$ cat src/rtl/av_stream_slave.sv
// Avalon-MM 16-bit slave: DATA writes feed a FIFO drained as a valid/ready stream; STATUS/CTRL registers.
// Optional AVS_STALL_TIMEOUT_EN drops writes blocked on a full FIFO after TIMEOUT cycles and sets ovf.
module av_stream_slave #(
  parameter int DEPTH   = 16,
  parameter int WIDTH   = 16,
  parameter int TIMEOUT = 1024
) (
  input  logic             sysclk,
  input  logic             sysreset_n,
  input  logic [1:0]       av_address,
  input  logic             av_write,
  input  logic [WIDTH-1:0] av_writedata,
  input  logic             av_read,
  output logic [WIDTH-1:0] av_readdata,
  output logic             av_waitrequest,
  output logic [WIDTH-1:0] st_data,
  output logic             st_valid,
  input  logic             st_ready
);

  localparam int AW = $clog2(DEPTH);
  localparam int CW = AW + 1;
  localparam logic [CW-1:0] FULL_CNT = CW'(DEPTH);

  typedef enum logic [0:0] {IDLE = 1'b0, RD_WAIT = 1'b1} rd_state_e;

  function automatic logic [15:0] status_word(input logic ovf, input logic [CW-1:0] cnt);
    status_word = {ovf, cnt == FULL_CNT, cnt == {CW{1'b0}}, 13'(cnt)};
  endfunction

  logic [WIDTH-1:0] mem_r [DEPTH];
  logic [AW-1:0]    wr_ptr_r, rd_ptr_r, wr_ptr_nxt_s, rd_ptr_nxt_s;
  logic [CW-1:0]    count_r, count_nxt_s;
  logic [WIDTH-1:0] st_data_r, head_nxt_s, av_readdata_r, rd_mux_s;
  logic             st_valid_r;
  rd_state_e        rd_state_r;
  logic             wr_data_s, wr_ctrl_s, full_s, empty_s, flush_s, blocked_s;
  logic             push_s, pop_s, rd_req_s, wr_stall_s, timeout_s, ovf_s;

  // Command decode and FIFO handshake qualification
  always_comb begin
    wr_data_s = av_write && (av_address == 2'd0);
    wr_ctrl_s = av_write && (av_address == 2'd2);
    full_s    = (count_r == FULL_CNT);
    empty_s   = (count_r == {CW{1'b0}});
    flush_s   = wr_ctrl_s && av_writedata[0];
    blocked_s = wr_data_s && full_s;
    push_s    = wr_data_s && !full_s && !flush_s;
    pop_s     = !empty_s && st_ready && !flush_s;
  end

`ifdef AVS_STALL_TIMEOUT_EN
  logic [15:0] stall_cnt_r;
  logic        ovf_r;

  assign timeout_s = blocked_s && (stall_cnt_r == 16'(TIMEOUT));
  assign ovf_s     = ovf_r;

  // Consecutive blocked-write counter and sticky overflow flag
  always_ff @(posedge sysclk or negedge sysreset_n) begin
    if (!sysreset_n) begin
      stall_cnt_r <= 16'd0;
      ovf_r       <= 1'b0;
    end else begin
      if (blocked_s && !timeout_s) stall_cnt_r <= stall_cnt_r + 16'd1;
      else                         stall_cnt_r <= 16'd0;
      if (timeout_s)                          ovf_r <= 1'b1;
      else if (wr_ctrl_s && av_writedata[1])  ovf_r <= 1'b0;
      else                                    ovf_r <= ovf_r;
    end
  end
`else
  localparam int timeout_unused = TIMEOUT;
  assign timeout_s = 1'b0;
  assign ovf_s     = 1'b0;
`endif

  // Next pointer/count values; flush overrides any same-cycle push or pop
  always_comb begin
    wr_ptr_nxt_s = wr_ptr_r;
    rd_ptr_nxt_s = rd_ptr_r;
    count_nxt_s  = count_r;
    if (flush_s) begin
      wr_ptr_nxt_s = {AW{1'b0}};
      rd_ptr_nxt_s = {AW{1'b0}};
      count_nxt_s  = {CW{1'b0}};
    end else begin
      if (push_s) wr_ptr_nxt_s = wr_ptr_r + AW'(1);
      else        wr_ptr_nxt_s = wr_ptr_r;
      if (pop_s)  rd_ptr_nxt_s = rd_ptr_r + AW'(1);
      else        rd_ptr_nxt_s = rd_ptr_r;
      case ({push_s, pop_s})
        2'b10:   count_nxt_s = count_r + CW'(1);
        2'b01:   count_nxt_s = count_r - CW'(1);
        default: count_nxt_s = count_r;
      endcase
    end
  end

  // Head word after this edge; bypass when the incoming word lands at the new head
  always_comb begin
    if (count_nxt_s == {CW{1'b0}})                     head_nxt_s = {WIDTH{1'b0}};
    else if (push_s && (rd_ptr_nxt_s == wr_ptr_r))     head_nxt_s = av_writedata;
    else                                               head_nxt_s = mem_r[rd_ptr_nxt_s];
  end

  // Register read map
  always_comb begin
    case (av_address)
      2'd0:    rd_mux_s = st_data_r;
      2'd1:    rd_mux_s = status_word(ovf_s, count_r);
      default: rd_mux_s = {WIDTH{1'b0}};
    endcase
  end

  assign rd_req_s       = av_read && !av_write && (rd_state_r == IDLE);
  assign wr_stall_s     = blocked_s && !timeout_s;
  assign av_waitrequest = sysreset_n && (wr_stall_s || rd_req_s);

  // FIFO storage
  always_ff @(posedge sysclk) begin
    if (push_s) mem_r[wr_ptr_r] <= av_writedata;
  end

  // FIFO pointers, occupancy and registered stream outputs
  always_ff @(posedge sysclk or negedge sysreset_n) begin
    if (!sysreset_n) begin
      wr_ptr_r   <= {AW{1'b0}};
      rd_ptr_r   <= {AW{1'b0}};
      count_r    <= {CW{1'b0}};
      st_valid_r <= 1'b0;
      st_data_r  <= {WIDTH{1'b0}};
    end else begin
      wr_ptr_r   <= wr_ptr_nxt_s;
      rd_ptr_r   <= rd_ptr_nxt_s;
      count_r    <= count_nxt_s;
      st_valid_r <= (count_nxt_s != {CW{1'b0}});
      st_data_r  <= head_nxt_s;
    end
  end

  // Read FSM: one wait state, data captured on entry to RD_WAIT
  always_ff @(posedge sysclk or negedge sysreset_n) begin
    if (!sysreset_n) begin
      rd_state_r    <= IDLE;
      av_readdata_r <= {WIDTH{1'b0}};
    end else begin
      case (rd_state_r)
        IDLE: begin
          if (rd_req_s) begin
            rd_state_r    <= RD_WAIT;
            av_readdata_r <= rd_mux_s;
          end else begin
            rd_state_r    <= IDLE;
          end
        end
        RD_WAIT: rd_state_r <= IDLE;
        default: rd_state_r <= IDLE;
      endcase
    end
  end

  assign st_data     = st_data_r;
  assign st_valid    = st_valid_r;
  assign av_readdata = av_readdata_r;

endmodule
$ cat config.mk
export PLATFORM = sky130hd
export DESIGN_NAME = av_stream_slave
export DESIGN_NICKNAME = d
export VERILOG_FILES = /design/src/rtl/av_stream_slave.sv
export SDC_FILE = /design/constraint.sdc
export NUM_CORES = 1
export LEC_CHECK = 0
export BUFFER_PORTS_ARGS = -buffer_cell sky130_fd_sc_hd__buf_2
export CAP_MARGIN = 30
export CORE_ASPECT_RATIO = 1.2
export CORE_MARGIN = 3
export CORE_UTILIZATION = 50
export DETAILED_ROUTE_END_ITERATION = 12
export GPL_ROUTABILITY_DRIVEN = 0
export GPL_TIMING_DRIVEN = 1
export HOLD_SLACK_MARGIN = 0.08
export PLACE_DENSITY = 0.76
export SYNTH_ARGS = -nofsm -noshare
export SYNTH_HDL_FRONTEND = slang
export SYNTH_SLANG_ARGS = --single-unit
$ cat constraint.sdc
create_clock -name sysclk -period 3.5 [get_ports sysclk]
set_input_delay 0.525 -clock sysclk [delete_from_list [all_inputs] [get_ports sysclk]]
set_output_delay 0.525 -clock sysclk [all_outputs]
set_load 0.05 [all_outputs]
==> run_results.csv, run 1 <==
group,metric,value,unit
synth,yosys_warnings,0,
job,drv_cap,0,
final_layout,finish.utilization,60.4,%
routing,vias,7995,
synth,synth_nets,906,
timing,fmax,292,MHz
clock_tree,cts_num_sinks,303,
routing,ant_nets,0,
pwr,peakVddDrop,553,uV
synth,synth_top_area_cell,"edfxtp_1",
synth,synthCells,875,
setup_path,crit_type,"reg2reg",
synth,syn_area,12500,um^2
global_route,grt_usage,22.5,%
final_layout,nets,1001,
routing,drc,0,
final_layout,fin_cells,1313,
synth,synthSimpleGateAreaFrac,7.70,%
clock_tree,cts_tree,"built",
final_layout,area_delta_synth_final,17.2,%
routing,viasPerCell,6.09,
routing,dr.pass1.iters,5,
global_route,grt-ovfl-total,0,
global_route,grt_pass1_vias,7828,
floorplanning,start_util,51.5,%
setup_path,endpoint_kind,"flip-flop",
final_layout,antenna_cells,0,
clock_tree,ctsHoldBuffers,0,
synth,seq_area_frac_synth,71.1,%
place,numPortBuffers,56,
synth,avgSynthCellArea,14.3,um^2
place,pre_cts_ws,20.9,ps
place,placed_area,13500,um^2
final_layout,drive_gt1_share,24.9,%
synth,synth_xor_area_share,1.26,%
clock_tree,insertion_delay,560,ps
timing,final-hold-violation-count,0,
synth,synth-seq-cells,303,
global_route,grt_start_max_net_pins,49,
synth,synth_flop_cell,"edfxtp_1",
synth,synth.top_cell.area_share,61.6,%
synth,synth-edff-count,256,
global_route,antenna_found_initial,0,
synth,async_flop_share,15.5,%
final_layout,design_area,14600,um^2
setup_path,crit_chain,"or4_4 -> buf_4 -> and3_1 -> nor3_4 -> buf_12 -> mux2_2 -> a2111oi_0 -> o32ai_2",
setup_path,path_max_fanout,28,
place,place_hpwl,18.6,mm
routing,drt_iter0_drc,939,
timing,worst_pin_slew,902,ps
timing,fin_tns_setup,0,ps
floorplanning,chipWidth,150,um
clock_tree,cts_buffers,29,
timing,max_slew_margin,39.7,%
setup_path,r2r_start,"count_r[0]$_DFF_PN0_",
setup_path,startpoint_type,"flip-flop",
clock_tree,h-tree-depth,1,
place,place_inst,1256,
synth,synth_cell_types,49,
synth,synthAdderAreaFrac,0.803,%
pwr,p_per_area,871,nW/um^2
setup_path,cp.arrival,3810,ps
timing,setup_viol,0,
routing,wl,30.7,mm
floorplanning,fp.coreArea,24200,um^2
synth,synth_area_leaders,"edfxtp_1, dfrtp_1, mux2_2",
timing,slew_viol_final,0,
floorplanning,io_pins,57,
setup_path,critPathRequiredTime,3890,ps
floorplanning,die_area,26900,um^2
pwr,p_leak,5.35,nW
final_layout,final_cell_mix,"edfxtp_1, nand2_1, buf_4",
worst_hold_path,worstHoldPathType,"in2async",
synth,synth_compound_area_share,10.3,%
setup_path,crit_slowest_cell,"a2111oi_0",
timing,fin_ws,72.6,ps
clock_tree,clockRootBuffer,"clkbuf_16",
outcome,outcome,"complete, no violations",
routing,wl_per_cell,23.4,um
final_layout,mostFrequentLayoutCell,"edfxtp_1",
clock_tree,clkTransAtPathRegs,70,ps
synth,synth_top_family_by_area,"compound AO/OA/AOI/OAI gates",
setup_path,worst-r2r-cell-count,8,
clock_tree,clockBufferDepth,3,
final_layout,fill_cells,1776,
floorplanning,rows,62,
setup_path,cp-startpoint,"count_r[0]$_DFF_PN0_",
timing,timing.final.crit_period,3430,ps
global_route,grt_pass1_wl,45.8,mm
floorplanning,die_h,179,um
setup_path,critPathMaxStageDelay,730,ps
timing,period_share,97.9,%
timing,skew,17.2,ps
synth,synth_mux_area_share,6.10,%
-- cells in the mapped netlist (8+ instances only) --
master,count
edfxtp_1,256
nand2_1,132
a21oi_1,54
mux2_2,48
dfrtp_1,47
clkbuf_1,39
o21ai_0,28
inv_1,23
mux2i_1,22
a31oi_1,18
nand3_1,18
a2111oi_0,16
a221o_1,16
a221oi_1,16
nor2_1,16
o32ai_1,16
buf_2,15
and2_1,12
xnor2_1,10
o31ai_1,9
ha_1,8
xor2_1,8
-- worst max-delay path: cells and delay by family, from the launching register on --
| kind | cells | cell delay [ps] |
|---|---|---|
| buffers and inverters | 2 | 420 |
| AOI/OAI and AO/OA | 2 | 930 |
| muxes | 1 | 350 |
| and+or+nand+nor | 3 | 1180 |
| DFF | 1 | 380 |
-- cell type report --
type | instances | area (um^2) | area share (%)
timing repair buffer | 121 | 835 | 5.71
inverter | 25 | 93.8 | 0.642
clock buffer | 32 | 737 | 5.04
tap | 320 | 400 | 2.74
clock inverter | 22 | 228 | 1.56
sequential | 303 | 8860 | 60.6
multi-input combinational | 490 | 3460 | 23.7
-- sequential cells by signal, summed over array words and instances, names as in the netlist --
signal / flops
st_data: 16
wr_ptr_r: 4
count_r: 5
st_valid: 1
av_readdata: 16
mem_r: 256
rd_state_r: 1
rd_ptr_r: 4
-- metal layers --
layer | routed length (um) | up-vias | share of wire [%] | track usage, %
met3 | 2820 | 77 | 9.2 | 3.82
met1 | 11600 | 3981 | 38 | 29.2
li1 | - | 3524 | - | -
met2 | 15200 | 413 | 50 | 39.0
met4 | 981 | 0 | 3.2 | 7.02
met5 | 0 | - | 0 | 0
-- worst paths after layout --
kind,to,slack (ps)
max in group asynchronous,st_data[13]$_DFF_PN0_,2980
worst max register to register,st_data[14]$_DFF_PN0_,70
worst max-delay path,st_data[14]$_DFF_PN0_,70
min in group sysclk,av_readdata[13]$_DFFE_PN0P_,330
worst min-delay path,av_readdata[5]$_DFFE_PN0P_,100
worst min register to register,av_readdata[5]$_DFFE_PN0P_,470
-- cell families after synthesis --
group           after synthesis
xor+xnor                     18
fa+ha+maj                     8
flops                       303
simple gates                207
mux                          70
compound gates              186
buf+inv                      83
-- what timing repair did --
action                     in CTS  in global routing
setup endpoints to repair       0                 16
gates resized for setup         0                 20
hold endpoints to repair        0                  0
buffers inserted                0                  2
-- where the power goes --
part           internal [mW]  total [mW]  leakage, nW  switching (mW)
sequential              4.19        4.44         2.90           0.251
combinational           1.92        5.16         1.98            3.25
clock                   1.82        3.14        0.473            1.31
total                   7.93        12.7         5.35            4.81
-- per-stage QoR --
step / total power [mW] / hold WS [ps]
after floorplan: 7.65 / 229
after global placement: 9.25 / 456
after detailed placement: 9.36 / 465
after CTS: 12.5 / 110
after global routing: 13.3 / 131
final: 12.7 / 104
No activity file was read; power rests on OpenSTA's default activity.
==> run 2: changes to the inputs <==
PLACE_DENSITY = 0.7   (was 0.76)
==> run 2 against run 1 <==
Maximum frequency up 2.7%. Critical path depth up 5. Non-clock buffer count down 3. Global-route usage down 0.11 points. Routed wire length down 1.1%. Clock-buffer cell count up 9.
==> run_results.csv, run 2 (synthesized netlist as in run 1, its figures left out) <==
group,metric,value,unit
routing,dr.pass1.iters,5,
timing,fmax,300,MHz
clock_tree,cts_buffers,30,
routing,viasPerCell,5.96,
setup_path,startpoint_type,"flip-flop",
pwr,p_leak,5.33,nW
routing,wl,30.3,mm
final_layout,drive_gt1_share,23.6,%
timing,setup_viol,0,
job,drv_cap,0,
setup_path,endpoint_kind,"flip-flop",
place,pre_cts_ws,171,ps
worst_hold_path,worstHoldPathType,"in2async",
clock_tree,clkTransAtPathRegs,60,ps
setup_path,crit_family,"compound AO/OA/AOI/OAI gates",
setup_path,critPathRequiredTime,3940,ps
timing,max_slew_margin,40.5,%
global_route,antenna_found_initial,0,
setup_path,path_max_fanout,8,
final_layout,fin_cells,1312,
setup_path,crit_chain,"or4_4 -> o21ai_4 -> nor2_2 -> ha_2 -> xor2_1 -> ha_2 -> and3b_1 -> o21ai_1 -> a21oi_1 -> xnor2_1 -> a41oi_2 -> o41ai_4 -> o32ai_2",
routing,wl_per_cell,23.1,um
final_layout,finish.utilization,60.1,%
clock_tree,clockRootBuffer,"clkbuf_16",
timing,timing.final.crit_period,3340,ps
floorplanning,fp.coreArea,24200,um^2
routing,drt_iter0_drc,687,
floorplanning,chipWidth,150,um
setup_path,crit_slowest_cell,"or4_4",
setup_path,r2r_end,"st_data[5]$_DFF_PN0_",
setup_path,crit_type,"reg2reg",
routing,ant_nets,0,
timing,worst_pin_slew,893,ps
final_layout,design_area,14600,um^2
timing,slew_viol_final,0,
final_layout,mostFrequentLayoutCell,"edfxtp_1",
global_route,grt_pass1_vias,7641,
place,numPortBuffers,56,
floorplanning,start_util,51.5,%
outcome,outcome,"complete, no violations",
place,placed_area,13500,um^2
final_layout,multi_input_area,3420,um^2
clock_tree,cts_num_sinks,303,
pwr,peakVddDrop,500,uV
setup_path,cp.arrival,3780,ps
place,place_inst,1255,
global_route,grt_usage,22.4,%
final_layout,antenna_cells,0,
global_route,grt-ovfl-total,0,
timing,skew,32.5,ps
final_layout,largest_reg_flops,256,
global_route,grt_pass1_wl,45.2,mm
timing,final-hold-violation-count,0,
clock_tree,h-tree-depth,1,
clock_tree,cts_tree,"built",
final_layout,area_delta_synth_final,16.7,%
clock_tree,clockBufferDepth,3,
timing,fin_tns_setup,0,ps
setup_path,r2r_start,"count_r[3]$_DFF_PN0_",
setup_path,worst-r2r-cell-count,13,
setup_path,critPathMaxStageDelay,580,ps
final_layout,final_cell_mix,"edfxtp_1, nand2_1, buf_4",
clock_tree,cts_setup_buffers,0,
floorplanning,die_h,179,um
final_layout,seq_area,8860,um^2
pwr,p_per_area,868,nW/um^2
final_layout,largest_register,"mem_r",
timing,hold_slack,92.4,ps
setup_path,path_buf_inv,0,
timing,fin_ws,164,ps
routing,vias,7826,
floorplanning,io_pins,57,
clock_tree,insertion_delay,570,ps
routing,drc,0,
setup_path,rrSetupSlack,160,ps
timing,period_share,95.3,%
final_layout,fill_cells,1847,
setup_path,cpMostUsedCell,"ha_2",
floorplanning,die_area,26900,um^2
global_route,grt_start_max_net_pins,48,
place,place_hpwl,19.0,mm
pwr,fin_total_pwr,12.6,mW
floorplanning,rows,62,
final_layout,nets,999,
run 2: cell count changes in the layout (fill, tap and decap cells not counted), sizes merged:
cell | before | now
clkinvlp | 3 | 0
buf | 121 | 118
bufinv | 4 | 3
clkinv | 16 | 13
clkbuf | 32 | 41
run 2: cell type report:
cell class                 instances  share of cell area [%]
sequential                       303                    60.9
multi-input combinational        490                    23.5
clock buffer                      41                    5.51
timing repair buffer             118                    5.49
tap                              320                    2.75
clock inverter                    15                    1.19
inverter                          25                   0.645
run 2: how the worst max path moves through the flow:
stage                                       end  slack [ps]  cells after the start                 start
final                      st_data[5]$_DFF_PN0_         160                     13  count_r[3]$_DFF_PN0_
after global routing       st_data[2]$_DFF_PN0_         -20                     13  count_r[3]$_DFF_PN0_
after CTS                 st_data[12]$_DFF_PN0_         120                     13  count_r[2]$_DFF_PN0_
after detailed placement   st_data[8]$_DFF_PN0_         170                     13  count_r[2]$_DFF_PN0_
after global placement    st_data[11]$_DFF_PN0_         240                     15         av_address[1]
after floorplan           st_data[10]$_DFF_PN0_           2                     16  count_r[2]$_DFF_PN0_
run 2: repair_timing:
action	CTS	global route
hold buffers	0	0
resized for setup	0	14
setup endpoints to repair	0	11
run 2: routing by layer:
metal / part of all wire, % / vias up / routed length, um / global-route usage [%]
met2: 50 / 338 / 15000 / 37.8
met4: 2.7 / 0 / 821 / 7.25
li1: - / 3524 / - / -
met1: 40 / 3909 / 12000 / 29.7
met5: 0 / - / 0 / 0
met3: 8.1 / 55 / 2450 / 4.02
run 2: where the power goes:
| part | total, mW | switching [mW] | leakage [nW] | internal (mW) |
|---|---|---|---|---|
| logic | 5.07 | 3.22 | 1.96 | 1.85 |
| registers | 4.42 | 0.228 | 2.90 | 4.19 |
| clock network | 3.15 | 1.32 | 0.474 | 1.83 |
| total | 12.6 | 4.77 | 5.33 | 7.87 |
==> run 3: changes to the inputs <==
PLACE_DENSITY = default   (was 0.7)
PLACE_DENSITY_LB_ADDON = 0.15   (was default)
==> run 3 against run 2 <==
Highest routed layer unchanged. Clock power grew 2%. Hold slack gained 42 ps. Largest power group unchanged. Maximum frequency shrank 2.8%. Critical endpoint is now st_data[12]$_DFF_PN0_. Sequential share of layout area shrank 0.63 points. Core utilization grew 0.63 points.
==> run_results.csv, run 3 (synthesized netlist as in run 1, its figures left out) <==
group,metric,value,unit
outcome,outcome,"complete, no violations",
global_route,grt-ovfl-total,0,
final_layout,mostFrequentLayoutCell,"edfxtp_1",
timing,max_slew_margin,34.4,%
clock_tree,h-tree-depth,1,
floorplanning,rows,62,
global_route,grt_start_max_net_pins,62,
global_route,grt_usage,24.1,%
clock_tree,cts_tree,"built",
floorplanning,start_util,51.5,%
global_route,grt_pass1_vias,8089,
final_layout,largest_register,"mem_r",
final_layout,antenna_cells,0,
timing,setup_viol,0,
place,place_hpwl,18.3,mm
floorplanning,chipWidth,150,um
pwr,p_leak,5.36,nW
timing,timing.final.crit_period,3430,ps
final_layout,largest_reg_flops,256,
routing,ant_nets,0,
routing,vias,7945,
timing,worst_pin_slew,960,ps
routing,drt_iter0_drc,598,
setup_path,crit_type,"reg2reg",
final_layout,area_delta_synth_final,18.0,%
clock_tree,clkTransAtPathRegs,60,ps
routing,viasPerCell,6.08,
job,drv_cap,0,
final_layout,nets,995,
setup_path,startpoint_type,"flip-flop",
timing,skew,7.65,ps
setup_path,crit_chain,"or4_4 -> and3_1 -> nor3_4 -> buf_12 -> mux2_2 -> a2111oi_0 -> o32ai_4",
floorplanning,die_area,26900,um^2
setup_path,cp.arrival,3830,ps
global_route,grt_pass1_wl,48.3,mm
setup_path,path_max_fanout,61,
timing,period_share,98.1,%
clock_tree,insertion_delay,550,ps
final_layout,finish.utilization,60.8,%
timing,grt_setup_unrepaired,"yes",
floorplanning,io_pins,57,
final_layout,drive_gt1_share,24.9,%
timing,fmax,291,MHz
clock_tree,cts_buffers,30,
setup_path,crit_slowest_cell,"a2111oi_0",
routing,wl,32.3,mm
floorplanning,die_h,179,um
setup_path,critPathRequiredTime,3900,ps
timing,final-hold-violation-count,0,
place,numPortBuffers,56,
clock_tree,ctsHoldBuffers,0,
routing,dr.pass1.iters,5,
final_layout,fin_cells,1307,
clock_tree,clockBufferDepth,3,
final_layout,design_area,14700,um^2
pwr,p_per_area,881,nW/um^2
routing,drc,0,
setup_path,path_buf_inv,1,
timing,slew_viol_final,0,
clock_tree,cts_num_sinks,303,
floorplanning,fp.coreArea,24200,um^2
worst_hold_path,worstHoldPathType,"in2async",
setup_path,crit_family,"simple AND/OR/NAND/NOR gates",
clock_tree,clockRootBuffer,"clkbuf_16",
final_layout,final_cell_mix,"edfxtp_1, nand2_1, buf_2",
place,placed_area,13400,um^2
global_route,antenna_found_initial,0,
timing,hold_slack,134,ps
setup_path,critPathMaxStageDelay,870,ps
place,place_inst,1247,
pwr,peakVddDrop,559,uV
routing,wl_per_cell,24.7,um
setup_path,endpoint_kind,"flip-flop",
run 3: cell types whose count changed in the layout (fill, tap and decap cells not counted), sizes merged:
| cell | change |
|---|---|
| clkbuf | -1 |
| clkinvlp | +1 |
| clkinv | -1 |
| o41ai | -1 |
| buf | -3 |
run 3: what timing repair did:
| action | CTS | global route |
|---|---|---|
| buffers inserted | 1 | 3 |
| gates resized for setup | 0 | 35 |
| endpoints found under the setup margin | 7 | 16 |
| pin swaps | 0 | 24 |
| gates cloned | 0 | 1 |
run 3: area by class of cell:
cell class	instances	area (um^2)
multi-input combinational	489	3560
fill	1867	9500
tap	320	400
inverter	25	93.8
clock buffer	40	850
timing repair buffer	115	793
clock inverter	15	150
sequential	303	8860
run 3: final timing paths:
| kind | startpoint | end | slack (ps) | depth (start not counted) |
|---|---|---|---|---|
| setup reg to reg | count_r[3]$_DFF_PN0_ | st_data[12]$_DFF_PN0_ | 70 | 7 |
| setup / recovery | count_r[3]$_DFF_PN0_ | st_data[12]$_DFF_PN0_ | 70 | 7 |
| min in group sysclk | av_address[1] | av_readdata[14]$_DFFE_PN0P_ | 350 | 2 |
| hold / removal | sysreset_n | count_r[2]$_DFF_PN0_ | 130 | 2 |
| hold reg to reg | av_readdata[14]$_DFFE_PN0P_ | av_readdata[14]$_DFFE_PN0P_ | 470 | 2 |
| max in group asynchronous | sysreset_n | st_data[4]$_DFF_PN0_ | 2910 | 2 |
run 3: report_power, final:
group,switching [mW],internal [mW],total (mW)
combinational,3.32,1.97,5.29
clock,1.31,1.92,3.22
sequential,0.258,4.19,4.45
total,4.88,8.08,13.0
run 3: layer usage:
metal | vias to the layer above | GRT usage, % | routed length [um]
met2 | 339 | 42.0 | 16100
met3 | 73 | 3.01 | 2170
li1 | 3507 | - | -
met1 | 4026 | 31.0 | 12900
met4 | 0 | 9.27 | 1150
met5 | - | 0 | 0
run 3: stage by stage:
stage,power [mW],setup TNS [ps],setup WS (ps)
after floorplan,7.65,0,1.62
after global routing,13.5,-648,-81.9
after global placement,9.16,0,182
after detailed placement,9.29,-115,-49.9
final,13.0,0,67.0
after CTS,12.5,0,21.8
